[config.mk]
export PLATFORM = sky130hd
export DESIGN_NAME = vr16_instruction_encoder
export DESIGN_NICKNAME = d
export VERILOG_FILES = /design/src/rtl/vr16_instruction_encoder.sv
export SDC_FILE = /design/constraint.sdc
export NUM_CORES = 1
export LEC_CHECK = 0
export ABC_AREA = 1
export CAP_MARGIN = 20
export CORE_ASPECT_RATIO = 1.25
export CORE_MARGIN = 5
export CORE_UTILIZATION = 40
export CTS_BUF_LIST = sky130_fd_sc_hd__clkbuf_4
export CTS_CLUSTER_SIZE = 28
export DETAILED_ROUTE_END_ITERATION = 7
export PLACE_DENSITY = 0.67
export SYNTH_ARGS = -nofsm -noshare
export SYNTH_HDL_FRONTEND = slang
export SYNTH_SLANG_ARGS = --single-unit
[constraint.sdc]
create_clock -name clk -period 3.25 [get_ports clk]
set_clock_uncertainty 0.1 [all_clocks]
set_input_delay 0.65 -clock clk [delete_from_list [all_inputs] [get_ports clk]]
set_output_delay 0.65 -clock clk [all_outputs]
set_load 0.02 [all_outputs]
[src/rtl/vr16_instruction_encoder.sv]
// vr16_instruction_encoder: packs decoded VR16 fields into 16-bit instruction
// words and writes them to program memory at an auto-incrementing address.
//
// Ports
//   clk, reset            clock (rising edge), asynchronous active-high reset
//   restart               sync pulse: pointer/count/flags cleared, back to RUN
//   in_valid / in_ready   field bundle handshake
//   in_opcode, in_rd, in_rs1, in_rs2, in_imm   decoded fields
//   mem_we, mem_addr, mem_wdata                registered memory write port
//   words_written         words written since reset/restart
//   halted, full          HALT written / last address written
//   err, err_code         sticky error flag and cause
//                         (01 imm overflow, 10 jump range, 11 full)
module vr16_instruction_encoder #(
  parameter int unsigned ADDR_W    = 8,
  parameter int unsigned MEM_DEPTH = 256
) (
  input  logic              clk,
  input  logic              reset,
  input  logic              restart,
  input  logic              in_valid,
  output logic              in_ready,
  input  logic [3:0]        in_opcode,
  input  logic [1:0]        in_rd,
  input  logic [1:0]        in_rs1,
  input  logic [1:0]        in_rs2,
  input  logic [11:0]       in_imm,
  output logic              mem_we,
  output logic [ADDR_W-1:0] mem_addr,
  output logic [15:0]       mem_wdata,
  output logic [ADDR_W:0]   words_written,
  output logic              halted,
  output logic              full,
  output logic              err,
  output logic [1:0]        err_code
);

  localparam logic [1:0] S_RUN    = 2'd0;
  localparam logic [1:0] S_HALTED = 2'd1;
  localparam logic [1:0] S_FULL   = 2'd2;
  localparam logic [1:0] S_ERROR  = 2'd3;

  localparam logic [1:0] E_NONE = 2'b00;
  localparam logic [1:0] E_IMM  = 2'b01;
  localparam logic [1:0] E_JUMP = 2'b10;
  localparam logic [1:0] E_FULL = 2'b11;

  localparam logic [3:0] OP_HALT = 4'hF;

  localparam logic [ADDR_W-1:0] LAST_ADDR  = ADDR_W'(MEM_DEPTH - 1);
  localparam logic [12:0]       DEPTH_13   = 13'(MEM_DEPTH);
  localparam logic [ADDR_W-1:0] PTR_ONE    = ADDR_W'(1);
  localparam logic [ADDR_W:0]   CNT_ONE    = (ADDR_W+1)'(1);

  logic [1:0]        state, state_nx;
  logic [ADDR_W-1:0] wptr, wptr_nx;
  logic [ADDR_W:0]   count_nx;
  logic              we_nx;
  logic [ADDR_W-1:0] addr_nx;
  logic [15:0]       wdata_nx;
  logic              halted_nx, full_nx, err_nx;
  logic [1:0]        code_nx;

  logic [15:0]       enc_c;
  logic [1:0]        field_err_c;

  // Only RUN accepts; restart overrides a same-cycle bundle.
  assign in_ready = ~reset & ~restart & (state == S_RUN);

  // Field packing and range check for the presented bundle.
  always_comb begin
    enc_c       = 16'h0000;
    field_err_c = E_NONE;
    case (in_opcode)
      4'h0, 4'h2, 4'h4, 4'h6, 4'hB, 4'hC, 4'hD, 4'hE:
        enc_c = {in_opcode, in_rd, in_rs1, in_rs2, 6'b000000};
      4'h1, 4'h3, 4'h5, 4'h7: begin
        enc_c = {in_opcode, in_rd, in_imm[9:0]};
        if (in_imm[11:10] != 2'b00) field_err_c = E_IMM;
      end
      4'h8: begin
        enc_c = {in_opcode, 2'b00, in_rd, in_imm[7:0]};
        if (in_imm[11:8] != 4'h0) field_err_c = E_IMM;
      end
      4'h9: begin
        enc_c = {in_opcode, in_imm};
        if ({1'b0, in_imm} >= DEPTH_13) field_err_c = E_JUMP;
      end
      4'hA:
        enc_c = {in_opcode, in_rd, 10'b0000000000};
      default:
        enc_c = {OP_HALT, 12'h000};
    endcase
  end

  // Next-state and next-output logic.
  always_comb begin
    state_nx  = state;
    wptr_nx   = wptr;
    count_nx  = words_written;
    we_nx     = 1'b0;
    addr_nx   = mem_addr;
    wdata_nx  = mem_wdata;
    halted_nx = halted;
    full_nx   = full;
    err_nx    = err;
    code_nx   = err_code;

    if (restart) begin
      state_nx  = S_RUN;
      wptr_nx   = '0;
      count_nx  = '0;
      halted_nx = 1'b0;
      full_nx   = 1'b0;
      err_nx    = 1'b0;
      code_nx   = E_NONE;
    end else begin
      case (state)
        S_RUN: begin
          if (in_valid) begin
            if (field_err_c != E_NONE) begin
              // Illegal bundle is consumed but never written.
              err_nx   = 1'b1;
              code_nx  = field_err_c;
              state_nx = S_ERROR;
            end else begin
              we_nx    = 1'b1;
              addr_nx  = wptr;
              wdata_nx = enc_c;
              count_nx = words_written + CNT_ONE;
              if (wptr == LAST_ADDR) begin
                full_nx  = 1'b1;
                state_nx = S_FULL;
              end else begin
                wptr_nx = wptr + PTR_ONE;
              end
              // HALT overrides FULL so a later bundle raises no error.
              if (in_opcode == OP_HALT) begin
                halted_nx = 1'b1;
                state_nx  = S_HALTED;
              end
            end
          end
        end
        S_FULL: begin
          if (in_valid) begin
            err_nx  = 1'b1;
            code_nx = E_FULL;
          end
        end
        default: ;
      endcase
    end
  end

  // State and output registers.
  always_ff @(posedge clk or posedge reset) begin
    if (reset) begin
      state         <= S_RUN;
      wptr          <= '0;
      words_written <= '0;
      mem_we        <= 1'b0;
      mem_addr      <= '0;
      mem_wdata     <= '0;
      halted        <= 1'b0;
      full          <= 1'b0;
      err           <= 1'b0;
      err_code      <= E_NONE;
    end else begin
      state         <= state_nx;
      wptr          <= wptr_nx;
      words_written <= count_nx;
      mem_we        <= we_nx;
      mem_addr      <= addr_nx;
      mem_wdata     <= wdata_nx;
      halted        <= halted_nx;
      full          <= full_nx;
      err           <= err_nx;
      err_code      <= code_nx;
    end
  end

endmodule
==> impl_metrics.csv <==
group,metric,value,unit
outcome,status,"complete, no violations",
cells_and_area,nets,440,
cells_and_area,design_area,3435,µm²
global_routing,gr-usage-all-layers,0.1606,
floorplan,initial_utilization,0.4080,
drt,first_iter_violations,103,
global_routing,grt_max_degree,50,
cts,root_buffer,"clkbuf_4",
placed_design,dpl-instance-area,3362,µm²
yosys,ys_warn_count,0,
floorplan,dieWidth,82.73,µm
yosys,synthTopCellsByCount,"nand2_1, dfrtp_1, nand3_1, nor2_1, inv_1",
timing,hold_violations,0,
pwr,total_power,1539,µW
yosys,yosys.cell_count.top_type,"nand2_1",
cts,clock-sinks,49,
yosys,syn_avg_cell_area,7.645,µm²
floorplan,core.rowCount,33,
floorplan,ios,66,
cts,cts_hold_buffers,0,
yosys,synth_top_area_cell,"dfrtp_1",
timing,rsz0062_at_grt,"false",
cells_and_area,drive_gt1_frac,0.07524,
timing,fin_crit_sh,0.8318,
worst_setup_path,crit_path_end_kind,"output pin",
placed_design,hpwl,4.643,mm
yosys,synthTopCellsByArea,"dfrtp_1, nand2_1, nand3_1, nor2_1, inv_1",
global_routing,grt_pass1_wl,10.60,mm
drt,drt-total-wl,6.307,mm
cts,insertion_delay,360,ps
worst_setup_path,critPathMaxFanout,2,
drt,firstDrtPassIters,4,
global_routing,grt_pass1_vias,2329,
floorplan,coreArea,6482,µm²
floorplan,die_area,8349,µm²
yosys,synthArstFlopShare,1.000,
floorplan,die_h,100.9,µm
worst_setup_path,critPathKind,"input port to output pin",
yosys,synthesis.area,2645,µm²
drt,via_per_inst,4.914,
pwr,p_per_area,448.1,nW/µm²
worst_setup_path,r2r_cells,6,
timing,setup_viol,0,
timing,fmax,369.9,MHz
timing,slew_headroom,0.5861,
worst_setup_path,critical_path.startpoint_type,"input port",
yosys,yosysUniqueCellTypes,30,
timing,totalNegativeSetupSlack,0,ps
yosys,synth_edf_count,0,
timing,tightest_slew,620.8,ps
cts,cts_tree,"done",
yosys,ys.flop_type,"dfrtp_1",
timing,maxSlewViolCount,0,
min_path,hp-class,"flop to flop",
cts,cts_buffers,5,
drt,post_drt_wl_per_cell,12.64,µm
yosys,ys_seq_area_frac,0.4636,
pwr,p_leak,0.001656,µW
drt,num_vias,2452,
cts,clk_pin_slew_worst_paths,130,ps
yosys,synthesis.nets,374,
timing,period_needed,2704,ps
cells_and_area,utilization,0.5298,
placed_design,io_buffers,65,
global_routing,grt_overflow,0,
cts,post_cts_buffers,0,
yosys,syn_inst,346,
cts,cts_resized,0,
worst_setup_path,critical_path_arrival,1950,ps
drt,post-route-drc-count,0,
flow_run,maxCapViolCount,0,
yosys,ys_ff_latch,49,
placed_design,place.gp.congestion,0.8198,
cts,cts_buffer_depth,2,
pwr,irDropWorstVdd,205.8,µV
yosys,synth_top_area_frac,0.4636,
worst_setup_path,critical_path_required,2500,ps
cells_and_area,area_growth,29.85,%
drt,ant_nets,0,
global_routing,grt_antenna_before_repair,0,
cts,cts-htree-levels,2,
min_path,whs_path_depth,2,
cells_and_area,diodes,0,
cells in the final DEF, fill, tap and decap left out, types with 5 or more instances in the layout:
master,instances
nand2_1,139
clkdlybuf4s50_1,65
dfrtp_1,49
nand3_1,37
nor2_1,28
inv_1,26
o21ai_0,12
o21ai_2,10
xor2_1,5
clkbuf_4,5
cell type report:
type	instances	area, µm²
Timing Repair Buffer	69	680.7
Sequential cell	49	1226
Inverter	29	108.9
Clock inverter	2	35.03
Multi-Input combinational cell	258	1237
Fill cell	633	3048
Tap cell	87	108.9
Clock buffer	5	37.54
layer usage:
layer,vias to the layer above,track usage,part of all wire
met4,0,0.05409,0.016
met2,69,0.2759,0.48
met3,12,0.03220,0.065
met1,1143,0.1975,0.44
li1,1228,-,-
met5,-,0,0
kinds of logic after synthesis:
logic type,share of synthesized area
flops,0.4636
fa+ha+maj,0.009459
xor+xnor,0.02318
compound gates,0.07332
simple gates,0.3619
buf+inv,0.06859
state kept, by name, summed over array words and instances (netlist names):
name	count
wptr	8
mem_wdata	16
words_written	9
err_code	2
state	2
mem_addr	8
err	1
mem_we	1
halted	1
full	1
worst max-delay path: stages:
cell and delay [ps]:
clkdlybuf4s50_1 430, nor3_1 230, clkdlybuf4s50_1 640
final timing paths:
kind | from | end | slack (ps)
max | restart | in_ready | 550
min | mem_wdata[1] | mem_wdata[1] | 400
max reg2reg | state[0] | mem_wdata[10] | 1170
min reg2reg | mem_wdata[1] | mem_wdata[1] | 400
max in group asynchronous | reset | mem_wdata[14] | 1940
min in group asynchronous | reset | mem_wdata[10] | 690
report_power, final:
group | switching, µW | total, µW | internal, µW
Sequential | 46.8 | 729 | 682
Clock | 184 | 341 | 157
Combinational | 262 | 469 | 207
Total | 493 | 1540 | 1050
through the flow:
step | hold slack, ps | cells | setup WS, ps
2_1_floorplan | 389.0 | 346 | 940.1
5_1_grt | 420.1 | 499 | 479.8
4_1_cts | 400.5 | 499 | 543.0
6_report | 399.5 | 499 | 546.5
3_5_place_dp | 368.1 | 492 | 451.2
3_3_place_gp | 369.1 | 492 | 518.7
Note: power is estimated with default switching activity, not from simulation.
